**config.mk**
```make
export PLATFORM = sky130hd
export DESIGN_NAME = axi_addr_remap
export DESIGN_NICKNAME = d
export VERILOG_FILES = /design/src/rtl/axi_addr_remap_pkg.sv /design/src/rtl/axi_addr_remap_chan.sv /design/src/rtl/axi_addr_remap.sv
export SDC_FILE = /design/constraint.sdc
export NUM_CORES = 1
export LEC_CHECK = 0
export BUFFER_PORTS_ARGS = -buffer_cell sky130_fd_sc_hd__buf_2
export CORE_AREA = 10 10 337 339
export DETAILED_ROUTE_END_ITERATION = 8
export DIE_AREA = 0 0 347 349
export PLACE_DENSITY_LB_ADDON = 0.12
export SYNTH_ARGS = -nofsm -noshare
export SYNTH_HDL_FRONTEND = slang
export SYNTH_SLANG_ARGS = --single-unit
```
**constraint.sdc**
```tcl
create_clock -name clk_i -period 7.33 [get_ports clk_i]
set_clock_uncertainty 0.1 [all_clocks]
set_input_delay 1.0995 -clock clk_i [delete_from_list [all_inputs] [get_ports clk_i]]
set_output_delay 1.0995 -clock clk_i [all_outputs]
set_load 0.1 [all_outputs]
```
**src/rtl/axi_addr_remap_pkg.sv**
```systemverilog
// Shared types for the AXI address remapper: request/response structs,
// translation rule layout, channel FSM states and the miss counter width.
package axi_addr_remap_pkg;

  localparam int unsigned AddrWidth    = 32;
  localparam int unsigned IdWidth      = 4;
  localparam int unsigned DataWidth    = 32;
  localparam int unsigned MissCntWidth = 16;

  typedef enum logic [0:0] {
    IDLE = 1'b0,
    HOLD = 1'b1
  } chan_state_e;

  typedef struct packed {
    logic [AddrWidth-1:0] base;
    logic [AddrWidth-1:0] mask;
    logic [AddrWidth-1:0] target;
  } remap_rule_t;

  typedef struct packed {
    logic [IdWidth-1:0]   id;
    logic [AddrWidth-1:0] addr;
    logic [7:0]           len;
    logic [2:0]           size;
    logic [1:0]           burst;
  } ax_chan_t;

  typedef struct packed {
    logic [DataWidth-1:0]   data;
    logic [DataWidth/8-1:0] strb;
    logic                   last;
  } w_chan_t;

  typedef struct packed {
    logic [IdWidth-1:0] id;
    logic [1:0]         resp;
  } b_chan_t;

  typedef struct packed {
    logic [IdWidth-1:0]   id;
    logic [DataWidth-1:0] data;
    logic [1:0]           resp;
    logic                 last;
  } r_chan_t;

  typedef struct packed {
    ax_chan_t aw;
    logic     aw_valid;
    w_chan_t  w;
    logic     w_valid;
    logic     b_ready;
    ax_chan_t ar;
    logic     ar_valid;
    logic     r_ready;
  } remap_req_t;

  typedef struct packed {
    logic    aw_ready;
    logic    ar_ready;
    logic    w_ready;
    b_chan_t b;
    logic    b_valid;
    r_chan_t r;
    logic    r_valid;
  } remap_resp_t;

endpackage

```
**src/rtl/axi_addr_remap_chan.sv**
```systemverilog
// One address channel (AW or AR) of the remapper: first-match rule lookup,
// registered translated address, IDLE/HOLD handshake FSM and a saturating
// miss counter. The address register only loads on IDLE->HOLD, so it stays
// frozen for the whole downstream handshake regardless of rule changes.
module axi_addr_remap_chan
  import axi_addr_remap_pkg::*;
#(
  parameter int unsigned NumRules     = 4,
  parameter int unsigned SlvAddrWidth = 32,
  parameter int unsigned MstAddrWidth = 32,
  parameter type         rule_t       = remap_rule_t
) (
  input  logic                    clk_i,
  input  logic                    rst_i,
  input  logic                    clear_i,
  input  logic                    slv_valid_i,
  input  logic [SlvAddrWidth-1:0] slv_addr_i,
  input  rule_t [NumRules-1:0]    rules_i,
  input  logic [MstAddrWidth-1:0] default_target_i,
  input  logic                    mst_ready_i,
  output logic                    mst_valid_o,
  output logic                    slv_ready_o,
  output logic [MstAddrWidth-1:0] mst_addr_o,
  output logic [MissCntWidth-1:0] miss_cnt_o
);

  chan_state_e             r_state;
  chan_state_e             w_state_nxt;
  logic [MstAddrWidth-1:0] r_addr;
  logic [MstAddrWidth-1:0] w_addr_nxt;
  logic [MissCntWidth-1:0] r_miss_cnt;
  logic [MissCntWidth-1:0] w_miss_cnt_nxt;
  logic                    w_take;
  logic                    w_hit;
  logic [SlvAddrWidth-1:0] w_mask;
  logic [MstAddrWidth-1:0] w_target;
  logic [MstAddrWidth-1:0] w_xlat;

  // Counter saturates at all-ones instead of wrapping back to zero.
  function automatic logic [MissCntWidth-1:0] sat_inc(input logic [MissCntWidth-1:0] v);
    return (&v) ? v : v + MissCntWidth'(1);
  endfunction

  // First-match lookup; scanning from the top down lets index 0 win ties.
  always_comb begin
    w_hit    = 1'b0;
    w_mask   = '0;
    w_target = '0;
    for (int i = int'(NumRules) - 1; i >= 0; i--) begin
      if (((slv_addr_i ^ rules_i[i].base) & rules_i[i].mask) == '0) begin
        w_hit    = 1'b1;
        w_mask   = rules_i[i].mask;
        w_target = rules_i[i].target;
      end
    end
    w_xlat = w_hit ? w_target + MstAddrWidth'(slv_addr_i & ~w_mask)
                   : default_target_i + MstAddrWidth'(slv_addr_i);
  end

  assign w_take = (r_state == IDLE) && slv_valid_i;

  // Next address and miss count; clear overrides a same-cycle miss.
  always_comb begin
    w_addr_nxt     = w_take ? w_xlat : r_addr;
    w_miss_cnt_nxt = r_miss_cnt;
    if (clear_i) begin
      w_miss_cnt_nxt = '0;
    end else if (w_take && !w_hit) begin
      w_miss_cnt_nxt = sat_inc(r_miss_cnt);
    end
  end

  // State, address and counter registers; reset drops any pending handshake.
  always_ff @(posedge clk_i or posedge rst_i) begin
    if (rst_i) begin
      r_state    <= IDLE;
      r_addr     <= '0;
      r_miss_cnt <= '0;
    end else begin
      r_state    <= w_state_nxt;
      r_addr     <= w_addr_nxt;
      r_miss_cnt <= w_miss_cnt_nxt;
    end
  end

  // Next-state logic: capture in IDLE, leave HOLD on downstream handshake.
  always_comb begin
    w_state_nxt = r_state;
    case (r_state)
      IDLE:    if (slv_valid_i) w_state_nxt = HOLD;
      HOLD:    if (mst_ready_i) w_state_nxt = IDLE;
      default: w_state_nxt = IDLE;
    endcase
  end

  // Outputs: valid only while holding; upstream ready mirrors downstream ready.
  always_comb begin
    mst_valid_o = 1'b0;
    slv_ready_o = 1'b0;
    if (r_state == HOLD) begin
      mst_valid_o = 1'b1;
      slv_ready_o = mst_ready_i;
    end
  end

  assign mst_addr_o = r_addr;
  assign miss_cnt_o = r_miss_cnt;

endmodule

```
**src/rtl/axi_addr_remap.sv**
```systemverilog
// AXI address remapper top: two independent channel translators (AW, AR)
// plus the valid/ready gating. W, B and R, and all non-handshake AW/AR
// fields, pass straight through.
module axi_addr_remap
  import axi_addr_remap_pkg::*;
#(
  parameter int unsigned NumRules     = 4,
  parameter int unsigned SlvAddrWidth = 32,
  parameter int unsigned MstAddrWidth = 32,
  parameter type         slv_req_t    = remap_req_t,
  parameter type         axi_resp_t   = remap_resp_t,
  parameter type         rule_t       = remap_rule_t
) (
  input  logic                    clk_i,
  input  logic                    rst_i,
  input  slv_req_t                slv_req_i,
  output axi_resp_t               slv_resp_o,
  output slv_req_t                mst_req_o,
  input  axi_resp_t               mst_resp_i,
  output logic [MstAddrWidth-1:0] mst_aw_addr_o,
  output logic [MstAddrWidth-1:0] mst_ar_addr_o,
  input  rule_t [NumRules-1:0]    rules_i,
  input  logic [MstAddrWidth-1:0] default_target_i,
  input  logic                    clear_i,
  output logic [MissCntWidth-1:0] aw_miss_cnt_o,
  output logic [MissCntWidth-1:0] ar_miss_cnt_o
);

  logic w_aw_mst_valid;
  logic w_aw_slv_ready;
  logic w_ar_mst_valid;
  logic w_ar_slv_ready;

  axi_addr_remap_chan #(
    .NumRules     (NumRules),
    .SlvAddrWidth (SlvAddrWidth),
    .MstAddrWidth (MstAddrWidth),
    .rule_t       (rule_t)
  ) u_aw_chan (
    .clk_i            (clk_i),
    .rst_i            (rst_i),
    .clear_i          (clear_i),
    .slv_valid_i      (slv_req_i.aw_valid),
    .slv_addr_i       (slv_req_i.aw.addr),
    .rules_i          (rules_i),
    .default_target_i (default_target_i),
    .mst_ready_i      (mst_resp_i.aw_ready),
    .mst_valid_o      (w_aw_mst_valid),
    .slv_ready_o      (w_aw_slv_ready),
    .mst_addr_o       (mst_aw_addr_o),
    .miss_cnt_o       (aw_miss_cnt_o)
  );

  axi_addr_remap_chan #(
    .NumRules     (NumRules),
    .SlvAddrWidth (SlvAddrWidth),
    .MstAddrWidth (MstAddrWidth),
    .rule_t       (rule_t)
  ) u_ar_chan (
    .clk_i            (clk_i),
    .rst_i            (rst_i),
    .clear_i          (clear_i),
    .slv_valid_i      (slv_req_i.ar_valid),
    .slv_addr_i       (slv_req_i.ar.addr),
    .rules_i          (rules_i),
    .default_target_i (default_target_i),
    .mst_ready_i      (mst_resp_i.ar_ready),
    .mst_valid_o      (w_ar_mst_valid),
    .slv_ready_o      (w_ar_slv_ready),
    .mst_addr_o       (mst_ar_addr_o),
    .miss_cnt_o       (ar_miss_cnt_o)
  );

  // Pass everything through, overriding only the gated AW/AR handshakes.
  always_comb begin
    mst_req_o           = slv_req_i;
    mst_req_o.aw_valid  = w_aw_mst_valid;
    mst_req_o.ar_valid  = w_ar_mst_valid;
    slv_resp_o          = mst_resp_i;
    slv_resp_o.aw_ready = w_aw_slv_ready;
    slv_resp_o.ar_ready = w_ar_slv_ready;
  end

endmodule

```
==> results.tsv, run 1 <==
stage	metric	value	unit
logic_synthesis	ys.flop_type	dfrtp_1	
timing	setup_viol	0	
logic_synthesis	synth_edf_count	0	
global_routing	grt_overflow	0	
placed_design	port_buffers	650	
logic_synthesis	ys_async_sr_fraction	100.0	%
setup_path	critPathKind	in2reg	
setup_path	critPathRequiredTime	7.58	ns
layout	fin_nets	3809	
setup_path	worst-r2r-setup-slack	4.55	ns
setup_path	cp.depth	21	
setup_path	slowest_delay	0.65	ns
global_routing	antenna_found_initial	97	
route	detailedRoute.firstPassIterationCount	5	
placed_design	gp_congestion	0.9857	
clocking	path_clk_slew	0.10	ns
floorplanning	core	106600	um2
logic_synthesis	yosys.area.top_type	xor2_1	
pwr	ir_drop	0.1015	mV
route	drc_errors	0	
setup_path	endpoint_kind	register	
timing	rsz0062_at_grt	no	
timing	final-max-slew-violation-count	0	
clocking	cts-root-buf	clkbuf_16	
logic_synthesis	yosysWarningCount	0	
logic_synthesis	syn-num-nets	3301	
route	wl_per_cell	36.39	um
placed_design	place_inst	4462	
logic_synthesis	yosys-top-cells-count	xor2_1 (302), nand2_1 (247), buf_4 (219)	
clocking	clock-sinks	98	
layout	final-seq-area	2452	um2
layout	multi_input_area	14550	um2
timing	worst_pin_slew	1.083	ns
clocking	clock_path_buffers	2	
floorplanning	rows	120	
clocking	cts_buffers	9	
route	antenna_left	0	
pwr	p_per_area	160.1	nW/um2
min_path	hold_class	reg2reg	
setup_path	worst_path_max_delay_cell	o21ai_0	
setup_path	r2r-start	u_aw_chan.miss_cnt_o[8]	
timing	finalHoldViolCount	0	
global_routing	grt_pass1_vias	22880	
floorplanning	die-area	121100	um2
min_path	whs_endpoint	u_ar_chan.mst_addr_o[7]	
setup_path	path_common_cell	a21oi_1	
setup_path	reg2reg_depth	10	
placed_design	dp_hpwl	143600	um
logic_synthesis	synth_top_area_share	13.66	%
logic_synthesis	yosysMostFrequentCell	xor2_1	
clocking	ctsHoldBuffers	0	
logic_synthesis	ys_ff_latch	98	
pwr	total_power	3.877	mW
route	drt_iter0_drc	2271	
floorplanning	die_w	347	um
setup_path	crit_buf_inv	3	
setup_path	start_kind	input port	
global_routing	grt_use_total	25.63	%
setup_path	cp_max_fo	21	
placed_design	post-place-ws	0.2610	ns
logic_synthesis	synthCells	2562	
layout	nFillCells	12230	
route	wl	163600	um
global_routing	grt_start_max_net_pins	62	
timing	fin_crit_sh	92.09	%
route	vias_per_cell	5.147	
pwr	p_leak	11.30	nW
layout	stdcell_count	4496	
clocking	cts_max_level	3	
flow_run	drv_cap	0	
logic_synthesis	ys_types	81	
clocking	post-cts-setup-buffers	0	
outcome	outcome	finished, final reports clean	
timing	setup-tns-final	0	ns
setup_path	r2r-end	u_aw_chan.miss_cnt_o[12]	
logic_synthesis	syn-cell-area	19370	um2
logic_synthesis	synth_area_leaders	xor2_1 (14%), dfrtp_1 (13%), buf_4 (8.5%), ha_1 (8.1%), o21ai_0 (5.4%)	
floorplanning	start_util	18.17	%
global_routing	grt_pass1_wl	213500	um
setup_path	startpoint	slv_req_i[39]	
timing	relSlewSlack	27.17	%
clocking	cts_tree	built	
floorplanning	ioPinCount	895	
setup_path	path_cells	buf_2, xor2_1, a22oi_1, nand4_1, nor4_2, buf_4, a221o_1, o21ai_0, o21ai_0, ha_1, a21oi_1, o21bai_1, a2111oi_2, a31oi_1, buf_4, o41ai_4, o21ai_1, or4b_1, a31oi_1, a21oi_1, a21oi_1	
timing	layout_setup_ws	0.5800	ns
logic_synthesis	syn_avg_cell_area	7.559	um2
route	via_count	23140	
floorplanning	die_y	349	um
setup_path	arrival	7.00	ns
setup_path	crit_family	compound AO/OA/AOI/OAI gates	
clocking	postCtsResizedCells	0	
logic_synthesis	synth-seq-area-share	12.66	%
min_path	hold_path_startpoint	u_ar_chan.mst_addr_o[7]	
timing	fmax	0.1481	GHz
layout	area_growth	25.01	%
timing	post-route-min-period	6.750	ns
layout	drive_above_1_share	31.09	%
clocking	clkLatencyLatePin	0.42	ns
min_path	hold_path_depth	2	
timing	whs	0.3680	ns
## sequential cells by signal, summed over array words and instances (netlist names)
register and flops:
u_ar_chan.miss_cnt_o 16, u_ar_chan.mst_addr_o 32, u_ar_chan.r_state 1, u_aw_chan.miss_cnt_o 16
u_aw_chan.mst_addr_o 32, u_aw_chan.r_state 1
## tightest hold or removal path, cell delays in order (launching register included)
cell and delay (ns):
dfrtp_1 0.35, nand2_1 0.05, nand2_1 0.05
## cell type report
type / instances / share of cell area [%]
Sequential cell: 98 / 10.13
Clock inverter: 7 / 0.3359
Multi-Input combinational cell: 2053 / 60.09
Inverter: 44 / 0.6925
Tap cell: 1403 / 7.251
Timing Repair Buffer: 864 / 20.38
Antenna cell: 18 / 0.1861
Clock buffer: 9 / 0.9303
## stage by stage
step | cell area (um2) | util [%]
after global placement | 23860 | 22.38
after global routing | 24180 | 22.69
final | 24210 | 22.71
after detailed placement | 23860 | 22.38
after floorplan | 19370 | -
after CTS | 24160 | 22.67
## where the power goes
part | switching [mW] | leakage (nW) | total (mW) | internal (mW)
logic | 2.01 | 9.90 | 2.58 | 0.569
clock network | 0.327 | 0.149 | 0.572 | 0.245
registers | 0.0695 | 1.24 | 0.724 | 0.655
## per-layer routing
metal,track usage (%),vias to the layer above,part of all wire [%]
met3,6.629,370,7.8
met2,40.86,1130,45
li1,-,10230,-
met5,0,-,0.33
met4,8.481,88,3.9
met1,33.30,11320,43
## cell usage in the layout, fill, tap and decap left out, types with 17 or more instances in the layout
master    instances
buf_2           650
xor2_1          302
nand2_1         247
o21ai_0         209
buf_4           208
nor2_1          184
a22oi_1         133
ha_1            126
a21oi_1         124
dfrtp_1          98
xnor2_1          74
a221oi_1         65
o311a_1          62
mux2i_1          44
inv_1            43
a21o_1           42
nand4_1          40
nand3_1          34
mux2_2           34
a221o_1          33
nor3_1           29
nor2b_1          22
diode_2          18
o21a_1           17
o21bai_1         17
a211oi_1         17
## how the worst max path moves through the flow
stage / to
after detailed placement: u_ar_chan.mst_addr_o[28]
after floorplan: u_ar_chan.mst_addr_o[28]
after global placement: u_aw_chan.mst_addr_o[29]
after global routing: u_ar_chan.mst_addr_o[28]
final: u_ar_chan.mst_addr_o[28]
after CTS: u_aw_chan.mst_addr_o[14]
## kinds of logic (layout without fill, tap and decap cells)
family / count (synthesis) / after routing / share of synthesized area [%]
AOI/OAI and AO/OA: 816 / 816 / 29.38
and+or+nand+nor: 653 / 653 / 15.57
buffers and inverters: 411 / 924 / 12.57
xor gates and xnor gates: 376 / 376 / 17.00
adders and majority gates: 130 / 130 / 8.554
DFF: 98 / 98 / 12.66
muxes: 78 / 78 / 4.251
other: 0 / 18 / 0
Power figures use the tool's default switching activity.
==> run 2, diff against run 1 <==
--- a/config.mk
+++ b/config.mk
@@ -6,9 +6,11 @@
 export NUM_CORES = 1
 export LEC_CHECK = 0
 export BUFFER_PORTS_ARGS = -buffer_cell sky130_fd_sc_hd__buf_2
-export CORE_AREA = 10 10 337 339
+export CELL_PAD_IN_SITES_DETAIL_PLACEMENT = 1
+export CELL_PAD_IN_SITES_GLOBAL_PLACEMENT = 1
+export CORE_AREA = 10 10 338 340
 export DETAILED_ROUTE_END_ITERATION = 8
-export DIE_AREA = 0 0 347 349
+export DIE_AREA = 0 0 348 350
 export PLACE_DENSITY_LB_ADDON = 0.12
 export SYNTH_ARGS = -nofsm -noshare
 export SYNTH_HDL_FRONTEND = slang
==> run 2 against run 1 <==
Effect of this change: design area rose by 3.6%; worst hold slack improved by 0.012 ns; non-clock buffer count rose by 113; largest cell class unchanged; critical endpoint is now u_ar_chan.mst_addr_o[16]; global-route usage is 0.99 points higher; highest routed layer unchanged; critical path depth increased by 5; largest power group unchanged; cell count is 2.5% higher.
==> results.tsv, run 2 (synthesized netlist as in run 1, its figures left out) <==
stage	metric	value	unit	change
outcome	outcome	finished, final reports clean		
pwr	ir_drop	0.1035	mV	+2.0%
floorplanning	rows	121		+0.83%
setup_path	slowest_delay	0.74	ns	+0.09 ns
floorplanning	ioPinCount	895		unchanged
floorplanning	die_y	350	um	+0.29%
timing	fmax	0.1378	GHz	-7.0%
global_routing	grt_pass1_wl	224000	um	+4.9%
layout	area_growth	29.51	%	
global_routing	grt_pass1_vias	24950		+9.1%
route	via_count	23670		+2.3%
flow_run	drv_cap	0		unchanged
route	antenna_left	0		unchanged
clocking	cts_max_level	3		unchanged
pwr	p_leak	11.84	nW	+4.9%
timing	whs	0.3801	ns	+0.01201 ns
placed_design	post-place-ws	-0.2603	ns	-0.5213 ns
setup_path	crit_family	compound AO/OA/AOI/OAI gates		
floorplanning	core	107800	um2	+1.1%
timing	fin_crit_sh	98.99	%	+6.9 points
timing	post-route-min-period	7.256	ns	+0.5063 ns
global_routing	grt_start_max_net_pins	66		+6.5%
timing	relSlewSlack	19.28	%	-7.9 points
clocking	post-cts-setup-buffers	0		unchanged
timing	finalHoldViolCount	0		unchanged
clocking	cts_tree	built		
clocking	path_clk_slew	0.09	ns	about the same
clocking	clock-sinks	98		unchanged
setup_path	critPathKind	in2reg		
timing	layout_setup_ws	0.07374	ns	-0.5063 ns
clocking	clock_path_buffers	2		unchanged
clocking	clkLatencyLatePin	0.41	ns	about the same
setup_path	reg2reg_depth	10		unchanged
timing	setup_viol	0		unchanged
setup_path	cp.depth	26		+24%
setup_path	crit_buf_inv	6		+3
timing	final-max-slew-violation-count	0		unchanged
route	vias_per_cell	5.136		-0.22%
global_routing	grt_use_total	26.62	%	+0.99 points
route	drc_errors	0		unchanged
route	wl_per_cell	37.06	um	+1.8%
layout	layout.cells.most_common_list	buf_2 (650), buf_4 (319), xor2_1 (302), nand2_1 (247), o21ai_0 (208)		
placed_design	port_buffers	650		unchanged
layout	drive_above_1_share	33.66	%	+2.6 points
route	drt_iter0_drc	1804		-21%
clocking	cts_buffers	9		unchanged
placed_design	gp_congestion	0.9860		about the same
setup_path	cp_max_fo	23		+9.5%
clocking	cts-root-buf	clkbuf_16		
global_routing	grt_overflow	0		unchanged
pwr	p_per_area	158.0	nW/um2	-1.3%
layout	fin_nets	3922		+3.0%
floorplanning	die_w	348	um	+0.29%
setup_path	worst_path_max_delay_cell	o21ai_0		
layout	nFillCells	13080		+7.0%
timing	setup-tns-final	0	ns	unchanged
layout	final_common_cell	buf_2		
timing	worst_pin_slew	1.201	ns	+0.1180 ns
min_path	hold_class	reg2reg		
placed_design	dp_hpwl	152900	um	+6.5%
route	detailedRoute.firstPassIterationCount	5		unchanged
min_path	hold_path_depth	2		unchanged
global_routing	antenna_found_initial	36		-63%
timing	rsz0062_at_grt	no		
setup_path	critPathRequiredTime	7.53	ns	-0.05 ns
floorplanning	die-area	121800	um2	+0.58%
setup_path	path_common_cell	o21ai_0		
setup_path	endpoint_kind	register		
floorplanning	start_util	17.97	%	-0.20 points
setup_path	arrival	7.46	ns	+0.46 ns
setup_path	start_kind	input port		
route	wl	170800	um	+4.4%
==> run 2: cell types whose count changed in the layout (fill, tap and decap cells not counted), moves of 2 or more <==
cell        previous run  this run
buf_12                 6         8
buf_4                208       319
a22oi_1              133       130
clkinv_4               3         0
a22oi_2                0         3
clkinvlp_4             0         2
diode_2               18         6
==> run 2: metrics by stage <==
stage,total power [mW],cells,instance area [um2],utilization (%)
6_report,3.963,4608,25080,23.27
4_1_cts,3.994,4602,25050,23.23
5_1_grt,4.112,4604,25070,23.26
3_5_place_dp,3.416,4586,24750,22.96
2_1_floorplan,2.707,2562,19370,-
3_3_place_gp,3.413,4586,24750,22.96
==> run 2: area by class of cell <==
| class | instances | area (um2) | area share [%] |
|---|---|---|---|
| clock buffers | 9 | 225.2 | 0.8980 |
| well taps | 1414 | 1769 | 7.054 |
| flip-flops and latches | 98 | 2452 | 9.778 |
| multi-input cells | 2053 | 14570 | 58.08 |
| clock inverters | 7 | 75.07 | 0.2993 |
| repair buffers | 977 | 5808 | 23.16 |
| diodes | 6 | 15.01 | 0.05987 |
| inverters | 44 | 167.7 | 0.6685 |
==> run 2: worst reg2reg max path: stages (launching register included) <==
cell     delay (ns)
dfrtp_1        0.43
and3_1         0.23
and3_1         0.22
nand3_1        0.11
nor3_1         0.96
nor3_4         0.20
and3_1         0.32
and2b_1        0.22
nand3_1        0.11
xor2_1         0.15
nor2_1         0.05
==> run 2: repair_timing <==
action | in CTS | in global routing
hold buffers | 0 | 0
endpoints found under the setup margin | 0 | 5
resized for setup | 0 | 5
==> run 2: worst paths after layout <==
kind | startpoint | slack (ns) | end
worst max-delay path | slv_req_i[36] | 0.07 | u_ar_chan.mst_addr_o[16]
worst min-delay path | u_ar_chan.mst_addr_o[22] | 0.38 | u_ar_chan.mst_addr_o[22]
worst max register to register | u_aw_chan.miss_cnt_o[8] | 4.09 | u_aw_chan.miss_cnt_o[12]
worst min register to register | u_ar_chan.mst_addr_o[22] | 0.38 | u_ar_chan.mst_addr_o[22]
max in group asynchronous | rst_i | 5.09 | u_ar_chan.mst_addr_o[25]
min in group asynchronous | rst_i | 0.65 | u_aw_chan.mst_addr_o[0]
==> run 2: power by group <==
| part | internal (mW) | switching, mW | leakage (nW) |
|---|---|---|---|
| Clock | 0.242 | 0.309 | 0.141 |
| Combinational | 0.600 | 2.07 | 10.5 |
| Sequential | 0.655 | 0.0893 | 1.24 |
| Total | 1.50 | 2.47 | 11.8 |
==> run 2: layer usage <==
layer / vias to the layer above / GRT usage [%] / share of wire, %
li1: 10420 / - / -
met1: 11900 / 33.97 / 43
met2: 1055 / 44.56 / 47
met3: 265 / 4.695 / 5.9
met4: 22 / 9.563 / 4.0
met5: - / 0 / 0.089
